<file path="src/rtl/dac_serial_pkg.sv">
// Shared definitions for the DAC serial link (transmitter and receiver sides).
// Latency: n/a (constants and types only).
// Backpressure: n/a.
package dac_serial_pkg;

    // Bits per serial frame, common to dac_controller and dac_frame_receiver
    localparam int DAC_FRAME_BITS = 16;

    // Receiver framing state
    typedef enum logic [1:0] {
        WAIT_IDLE = 2'd0,
        IDLE      = 2'd1,
        RX        = 2'd2
    } rx_state_e;

endpackage

</file>
<file path="src/rtl/sync_edge_detect.sv">
// Brings one asynchronous pin into clk and flags its rising/falling edges.
// Latency: level follows the pin after SYNC_STAGES clk edges; rise/fall are combinational on level.
// Backpressure: none; edges are single-cycle strobes.
module sync_edge_detect #(
    parameter int   SYNC_STAGES = 2,
    parameter logic RESET_VAL   = 1'b0
) (
    input  logic clk,
    input  logic rst,
    input  logic din,
    output logic level,
    output logic rise,
    output logic fall
);

    logic [SYNC_STAGES-1:0] sync_q;
    logic [SYNC_STAGES-1:0] sync_d;
    logic                   prev_q;
    logic                   prev_d;

    // Shift the pin through the synchroniser and remember last synced level
    always_comb begin
        sync_d = {sync_q[SYNC_STAGES-2:0], din};
        prev_d = sync_q[SYNC_STAGES-1];
    end

    // Synchroniser and edge-history flops, reset to the pin's idle level
    always_ff @(posedge clk or posedge rst) begin
        if (rst) begin
            sync_q <= {SYNC_STAGES{RESET_VAL}};
            prev_q <= RESET_VAL;
        end else begin
            sync_q <= sync_d;
            prev_q <= prev_d;
        end
    end

    assign level = sync_q[SYNC_STAGES-1];
    assign rise  = level & ~prev_q;
    assign fall  = ~level & prev_q;

endmodule

</file>
<file path="src/rtl/dac_frame_receiver.sv">
// Deserialises MSB-first frames from the 3-wire DAC link (sclk, active-low sync, data).
// Latency: last sclk pin rise -> rx_valid high in SYNC_STAGES+2 clk cycles.
// Backpressure: one-word output register; a word arriving while it is still held is dropped and overrun sets.
module dac_frame_receiver
    import dac_serial_pkg::*;
#(
    parameter int FRAME_BITS  = DAC_FRAME_BITS,
    parameter int SYNC_STAGES = 2
) (
    input  logic                  clk,
    input  logic                  rst,
    input  logic                  ser_clk,
    input  logic                  ser_sync,
    input  logic                  ser_data,
    output logic [FRAME_BITS-1:0] rx_word,
    output logic                  rx_valid,
    input  logic                  rx_ready,
    output logic                  frame_err,
    output logic                  overrun,
    output logic                  busy
);

    localparam int                CNT_W       = $clog2(FRAME_BITS + 1);
    localparam logic [CNT_W-1:0]  CNT_LAST    = CNT_W'(FRAME_BITS);
    localparam logic [CNT_W-1:0]  CNT_LAST_M1 = CNT_W'(FRAME_BITS - 1);
    localparam int                SETTLE_W    = $clog2(SYNC_STAGES + 1);
    localparam logic [SETTLE_W-1:0] SETTLE_DONE = SETTLE_W'(SYNC_STAGES);

    logic sclk_lvl, clk_rise, sclk_fall_unused;
    logic sync_lvl, sync_rise, sync_fall;
    logic data_lvl, data_rise_unused, data_fall_unused;

    sync_edge_detect #(.SYNC_STAGES(SYNC_STAGES), .RESET_VAL(1'b0)) u_sclk_sync (
        .clk   (clk),
        .rst   (rst),
        .din   (ser_clk),
        .level (sclk_lvl),
        .rise  (clk_rise),
        .fall  (sclk_fall_unused)
    );

    sync_edge_detect #(.SYNC_STAGES(SYNC_STAGES), .RESET_VAL(1'b1)) u_sync_sync (
        .clk   (clk),
        .rst   (rst),
        .din   (ser_sync),
        .level (sync_lvl),
        .rise  (sync_rise),
        .fall  (sync_fall)
    );

    sync_edge_detect #(.SYNC_STAGES(SYNC_STAGES), .RESET_VAL(1'b0)) u_data_sync (
        .clk   (clk),
        .rst   (rst),
        .din   (ser_data),
        .level (data_lvl),
        .rise  (data_rise_unused),
        .fall  (data_fall_unused)
    );

    rx_state_e               state_q, state_d;
    logic [CNT_W-1:0]        bit_cnt_q, bit_cnt_d;
    logic [FRAME_BITS-1:0]   shift_q, shift_d;
    logic                    deliver_q, deliver_d;
    logic                    frame_err_q, frame_err_d;
    logic                    busy_q, busy_d;
    logic [SETTLE_W-1:0]     settle_q, settle_d;
    logic [FRAME_BITS-1:0]   rx_word_q, rx_word_d;
    logic                    rx_valid_q, rx_valid_d;
    logic                    overrun_q, overrun_d;

    // Framing FSM: counts synced sclk rises inside a sync-low window.
    // The synced sync level reads its reset value (high) until the chain has
    // flushed, so WAIT_IDLE also waits for the chain to settle; otherwise a
    // frame already running at reset release would look like a fresh start.
    always_comb begin
        state_d     = state_q;
        bit_cnt_d   = bit_cnt_q;
        shift_d     = shift_q;
        deliver_d   = 1'b0;
        frame_err_d = 1'b0;
        settle_d    = (settle_q == SETTLE_DONE) ? settle_q : settle_q + SETTLE_W'(1);
        case (state_q)
            WAIT_IDLE: begin
                if ((settle_q == SETTLE_DONE) && sync_lvl) begin
                    state_d = IDLE;
                end
            end
            IDLE: begin
                if (sync_fall) begin
                    state_d   = RX;
                    bit_cnt_d = '0;
                    shift_d   = '0;
                end
            end
            RX: begin
                // sync_rise wins over a coincident clk_rise: that bit is not taken
                if (sync_rise) begin
                    frame_err_d = (bit_cnt_q != '0);
                    state_d     = IDLE;
                end else if (clk_rise && (bit_cnt_q != CNT_LAST)) begin
                    shift_d   = {shift_q[FRAME_BITS-2:0], data_lvl};
                    bit_cnt_d = bit_cnt_q + CNT_W'(1);
                    if (bit_cnt_q == CNT_LAST_M1) begin
                        deliver_d = 1'b1;
                        state_d   = WAIT_IDLE;
                    end
                end
            end
            default: state_d = WAIT_IDLE;
        endcase
        busy_d = (state_d == RX);
    end

    // Output register: load a finished word if the slot is free or being drained this cycle
    always_comb begin
        rx_word_d  = rx_word_q;
        rx_valid_d = rx_valid_q;
        overrun_d  = overrun_q;
        if (rx_valid_q && rx_ready) begin
            rx_valid_d = 1'b0;
        end
        if (deliver_q) begin
            if (!rx_valid_q || rx_ready) begin
                rx_word_d  = shift_q;
                rx_valid_d = 1'b1;
            end else begin
                overrun_d = 1'b1;
            end
        end
    end

    // All receiver state; reset discards any partial frame
    always_ff @(posedge clk or posedge rst) begin
        if (rst) begin
            state_q     <= WAIT_IDLE;
            bit_cnt_q   <= '0;
            shift_q     <= '0;
            deliver_q   <= 1'b0;
            frame_err_q <= 1'b0;
            busy_q      <= 1'b0;
            settle_q    <= '0;
            rx_word_q   <= '0;
            rx_valid_q  <= 1'b0;
            overrun_q   <= 1'b0;
        end else begin
            state_q     <= state_d;
            bit_cnt_q   <= bit_cnt_d;
            shift_q     <= shift_d;
            deliver_q   <= deliver_d;
            frame_err_q <= frame_err_d;
            busy_q      <= busy_d;
            settle_q    <= settle_d;
            rx_word_q   <= rx_word_d;
            rx_valid_q  <= rx_valid_d;
            overrun_q   <= overrun_d;
        end
    end

    assign rx_word   = rx_word_q;
    assign rx_valid  = rx_valid_q;
    assign frame_err = frame_err_q;
    assign overrun   = overrun_q;
    assign busy      = busy_q;

endmodule
</file>
<file path="config.mk">
export PLATFORM = sky130hd
export DESIGN_NAME = dac_frame_receiver
export DESIGN_NICKNAME = d
export VERILOG_FILES = /design/src/rtl/dac_serial_pkg.sv /design/src/rtl/sync_edge_detect.sv /design/src/rtl/dac_frame_receiver.sv
export SDC_FILE = /design/constraint.sdc
export NUM_CORES = 1
export LEC_CHECK = 0
export ABC_AREA = 0
export CORE_ASPECT_RATIO = 0.7
export CORE_MARGIN = 5
export CORE_UTILIZATION = 44
export DETAILED_ROUTE_END_ITERATION = 10
export PLACE_DENSITY = 0.73
export SYNTH_ARGS = -nofsm -noshare
export SYNTH_HDL_FRONTEND = slang
export SYNTH_SLANG_ARGS = --single-unit
export TNS_END_PERCENT = 100
</file>
<file path="constraint.sdc">
create_clock -name clk -period 1.4 [get_ports clk]
set_input_delay 0.14 -clock clk [delete_from_list [all_inputs] [get_ports clk]]
set_output_delay 0.14 -clock clk [all_outputs]
set_load 0.05 [all_outputs]
</file>
After elaboration in Yosys (flattened, before gate mapping). Index checks and enable logic that the tools add are counted.

Register bits after elaboration: 54. Latch bits: 0. Memory bits (writable): 0. ROM bits: 0. Input port bits: 6. Output and inout bits: 20. Logic and storage cells: 67. Memories kept: 0.

Add/sub/neg operators: 2. Multiply operators: 0. Div/mod/pow operators: 0. $lt $le $gt $ge: 0. Eq/ne operators: 9. Shift operators: 0. Multiplexer cells: 23. Bitwise gates (word level): 7. Reductions and logical operators: 11.

Operator list (number): 16-bit two-way mux (3); 16-bit case mux with 2 select lines (1); 5-bit two-way mux (3); 2-bit two-way mux (5); 5-bit case mux with 2 select lines (1); 1-bit two-way mux (9); 2-bit equality test, second input constant (3); 2-bit inequality test, second input constant (3); 2-bit case mux with 3 select lines (1); 5-bit by 1-bit adder with 5-bit output, second input constant (1); 5-bit by 4-bit equality test with 1-bit output, second input constant (1); 5-bit inequality test, second input constant (1); 5-bit nonzero test (1); 1-bit NOT (4); 2-bit AND reduction (2); 4-bit AND reduction (1); 1-bit AND (3); 1-bit logical AND (3); 2-bit by 1-bit adder with 2-bit output, second input constant (1); 2-bit by 1-bit equality test with 1-bit output, second input constant (1); 2-bit logical NOT (1); 2-bit nonzero test (1); 1-bit logical NOT (1); 1-bit logical OR (1).

Logic depth before layout (Yosys ltp).
Depth in word-level cells: 7. Mapped depth: 7. Mapped depth without buffers: 6.

Hierarchy. Synthesis repeated with hierarchy kept, for this count alone.

Cells, all modules: 180. Area, all modules: 2272.2 sq um.

By module, submodules not included: dac_frame_receiver (times used 1, cells an instance 162, area each 1986.9 sq um, seq. area each 1151.1 sq um); sync_edge_detect (u_data_sync ...) (times used 2, cells an instance 6, area each 93.8 sq um, seq. area each 75.1 sq um); sync_edge_detect (u_sync_sync) (times used 1, cells an instance 6, area each 97.6 sq um, seq. area each 78.8 sq um).

Worst setup path before layout. OpenSTA, ideal clock, no wires.

Kind: register to register. Start: register rx_valid_q, in the netlist rx_valid. End: register rx_word_q[0], in the netlist rx_word[0]. Library setup time: 0.125 ns. Arrival: 1.546 ns. Required time: 1.275 ns. Slack: -0.271 ns. Stages on the path, launching flop included: 5. Path buffers: 1. Period minus slack after synthesis: 1.671 ns. Cells stage by stage: dfrtp_1 -> nand2b_1 -> nand2_1 -> buf_2 -> mux2_2.

Word-level cells in the longest chain between the ends: 3.

RTL lines: start, declared (RTL line dac_frame_receiver.sv:68) `logic rx_valid_q, rx_valid_d;`; start signal, assigned (RTL line dac_frame_receiver.sv:154) `rx_valid_q <= rx_valid_d;`; 1-bit logical NOT (RTL line dac_frame_receiver.sv:123) `if (!rx_valid_q || rx_ready) begin`; 1-bit logical OR (RTL line dac_frame_receiver.sv:123); 2-bit AND reduction (no line); end signal, assigned (RTL line dac_frame_receiver.sv:153) `rx_word_q <= rx_word_d;`; end, declared (RTL line dac_frame_receiver.sv:67) `logic [FRAME_BITS-1:0] rx_word_q, rx_word_d;`.

No other way between the ends. A chain may end at the register's enable or synchronous reset.

Worst setup path in the final report.
Start: register bit_cnt_q[0]. End: register state_q[1].

Word-level cells in the longest chain between the ends: 5. Elaborated cells on any way between the ends: 7. Those cells by class: eq/ne (2); mux (4); reduce/logical (1).

RTL lines: start, declared (RTL line dac_frame_receiver.sv:61) `logic [CNT_W-1:0] bit_cnt_q, bit_cnt_d;`; start signal, assigned (RTL line dac_frame_receiver.sv:147) `bit_cnt_q <= bit_cnt_d;`; 5-bit by 4-bit equality test with 1-bit output / 5-bit inequality test (equally long branches) (RTL line dac_frame_receiver.sv:103, dac_frame_receiver.sv:100); 2-bit two-way mux / 1-bit logical AND (equally long branches) (RTL line dac_frame_receiver.sv:103, dac_frame_receiver.sv:100); 2-bit two-way mux * (RTL line dac_frame_receiver.sv:100) `end else if (clk_rise && (bit_cnt_q != CNT_LAST)) begin`; 2-bit two-way mux * (RTL line dac_frame_receiver.sv:97) `if (sync_rise) begin`; 2-bit case mux with 3 select lines * (RTL line dac_frame_receiver.sv:82) `case (state_q)`; via state_d[1] (RTL line dac_frame_receiver.sv:60) `rx_state_e state_q, state_d;`; end signal, assigned (RTL line dac_frame_receiver.sv:146) `state_q <= state_d;`; end, declared (RTL line dac_frame_receiver.sv:60).

The timed path passes the listed nets; every way through them passes the cells marked *.

==> flow_metrics.tcl <==
set metrics [dict create \
    synth-seq-area-share_pct 63.4 \
    yosysWarnings 0 \
    setup_viol 4 \
    num-nets-final 230 \
    cp_slowest_cell "dfrtp_1" \
    wirelength_microns 3810 \
    overflow 0 \
    route.met2.wl_microns 1740 \
    power.leakage_nw 1.28 \
    critPathTopFamily "adder cells" \
    dpl_cell_area_sq_mm 0.00268 \
    die_y_microns 68.3 \
    timing.fmax_mhz 706 \
    die_area_sq_mm 0.00638 \
    fin_area_sq_mm 0.00280 \
    grt_util_all_layers_pct 13.6 \
    num_vias 1432 \
    async_flop_share_pct 100 \
    skew_ns 0.00672 \
    finalHoldViolCount 0 \
    synth-seq-cells 54 \
    path_clk_slew_ns 0.09 \
    antenna_found_initial 0 \
    synth_commonest_cells "dfrtp_1, o21ai_0, nand2_1, nand3_1, mux2_2" \
    syn_to_final_growth_pct 31.0 \
    syn_nets 190 \
    synth_cells 180 \
    cp.required_ns 1.63 \
    numCtsBuffers 5 \
    synth_most_common_cell "dfrtp_1" \
    fillers 384 \
    slowest_delay_ns 0.43 \
    wl_per_cell_microns 13.1 \
    met3RoutedLength_microns 169 \
    syn_area_sq_mm 0.00214 \
    firstDrtPassIters 4 \
    grt_max_degree 26 \
    grt_pass1_vias 1382 \
    start_util_pct 45.0 \
    wl_met1_microns 1860 \
    cts_sinks 54 \
    io_buffers 25 \
    syn_avg_cell_area_sq_um 11.9 \
    worstSetupEndpointType "register" \
    cts_hold_buffers 0 \
    setup_slack_ns -0.0159 \
    gp_congestion 0.860 \
    synth_edf_count 0 \
    top_layer "met4" \
    cp.arrival_ns 1.64 \
    detail-route-antenna-nets 0 \
    maxSlewHeadroom_pct 75.2 \
    cap_viol_max_count 0 \
    drive_gt1_share_pct 32.1 \
    cts_tree "done" \
    rows 21 \
    ys_types 27 \
    clk_path_buf_depth 2 \
    startpoint_type "register" \
    slew_viol_final 0 \
    first_iter_violations 94 \
    insertion_delay_ns 0.30 \
    vdd_drop_max_v 0.000487 \
    drc 0 \
    rsz0062_at_grt "true" \
    fin_total_pwr_mw 2.63 \
    crit_chain "ha_1 > and3_1 > ha_1 > and3_1 > o21ai_0" \
    cp_num_buf_inv 0 \
    whs_ns 0.170 \
    synth_top_cell_by_area "dfrtp_1" \
    worstSetupPathType "reg2reg" \
    fp.dieW_microns 93.3 \
    core_area_sq_mm 0.00476 \
    hp-class "in2async" \
    timing.final.crit_share_pct 101 \
    synth_top_area_share_pct 59.7 \
    worstPathMaxFanout 4 \
    worst_slew_pin_slew_ns 0.372 \
    status "finished, violations left" \
    cts_root_buffer "clkbuf_8" \
    htree_levels 2 \
    diodes 0 \
    synth_area_leaders "dfrtp_1, mux2_2, o21ai_0" \
    synth-main-ff-cell "dfrtp_1" \
    powerDensity_mw_per_mm2 938 \
    violations "setup timing" \
    ioPinCount 26 \
    vias_per_cell 4.94 \
    grt_first_pass_wirelength_microns 6710 \
    dpl.hpwl_microns 2690 \
    min_period_ns 1.42 \
]
==> placed cells by master (no fill, tap or decap), types with 2 or more instances in the layout <==
cell type / count
dfrtp_1: 50
buf_4: 21
nand3_1: 20
o21ai_0: 20
nand2_1: 19
mux2_2: 16
buf_12: 13
inv_1: 8
clkbuf_8: 5
clkdlybuf4s50_1: 5
nand2b_1: 3
ha_1: 3
buf_6: 3
dfstp_2: 3
nor2b_1: 2
o21ai_1: 2
o211ai_1: 2
o31ai_1: 2
and3_1: 2
inv_2: 2
nor2_1: 2
clkinv_2: 2
==> path summary, 6_finish.rpt <==
check	depth (start not counted)	end	slack (ns)	startpoint
worst max-delay path	5	state_q[1]	-0.02	bit_cnt_q[0]
worst min-delay path	2	bit_cnt_q[4]	0.17	rst
worst max register to register	5	state_q[1]	-0.02	bit_cnt_q[0]
worst min register to register	0	u_sclk_sync.sync_q[1]	0.36	u_sclk_sync.sync_q[0]
max in group asynchronous	3	u_sync_sync.sync_q[0]	0.76	rst
min in group clk	1	u_sync_sync.sync_q[0]	0.24	ser_sync
==> worst register-to-register path, delay by kind of cell (launching register included) <==
family                     cells  cell delay [ns]
adders and majority gates      2             0.43
AOI/OAI and AO/OA              1             0.14
and+or+nand+nor                2             0.36
DFF                            1             0.43
==> power by group <==
part / total (mW) / switching (mW) / internal [mW]
Combinational: 0.214 / 0.126 / 0.0882
Sequential: 1.61 / 0.0168 / 1.59
Clock: 0.806 / 0.459 / 0.347
==> cell families (layout without fill, tap and decap cells) <==
kind of cell / after synthesis / after routing / synth area share, %
AND/OR/NAND/NOR: 54 / 54 / 13.3
adder cells (fa/ha/maj): 4 / 4 / 2.34
XOR/XNOR: 1 / 1 / 0.410
AO/OA/AOI/OAI: 30 / 30 / 7.90
multiplexers: 17 / 17 / 8.89
buffers and inverters: 20 / 61 / 3.80
flip-flops: 54 / 54 / 63.4
==> registers in the layout (all words and copies together) (netlist names) <==
register	flops
overrun	1
shift_q	16
u_sclk_sync.sync_q	2
u_sclk_sync.prev_q	1
bit_cnt_q	5
u_sync_sync.prev_q	1
settle_q	2
deliver_q	1
frame_err	1
rx_word	16
u_sync_sync.sync_q	2
rx_valid	1
u_data_sync.sync_q	2
busy	1
state_q	2
==> routing by layer <==
metal,vias to the layer above,global-route usage (%)
li1,695,-
met1,703,19.4
met5,-,0
met4,0,3.84
met3,8,3.52
met2,26,20.6
==> through the flow <==
stage               util (%)  setup slack, ns  TNS, ns  instances
floorplan                  -           0.0101        0        180
global placement        56.3          -0.0279  -0.0499        281
detailed placement      56.3          -0.0777    -1.08        281
CTS                     58.6         -0.00534  -0.0118        290
global route            58.9           -0.112    -1.10        290
finish                  58.9          -0.0159  -0.0386        290
==> final cells by class <==
cell class / count / area [sq um] / area share, %
clock buffer: 6 / 72.6 / 2.59
clock inverter: 2 / 10.0 / 0.357
inverter: 11 / 45.0 / 1.61
multi-input combinational: 106 / 728 / 26.0
sequential: 54 / 1360 / 48.4
tap: 69 / 86.3 / 3.08
timing repair buffer: 42 / 502 / 17.9
==> repair_timing <==
item	CTS	global route
setup buffers	1	0
endpoints found under the setup margin	20	24
pin swaps	4	0
resized for setup	4	5
Power figures use the tool's default switching activity.
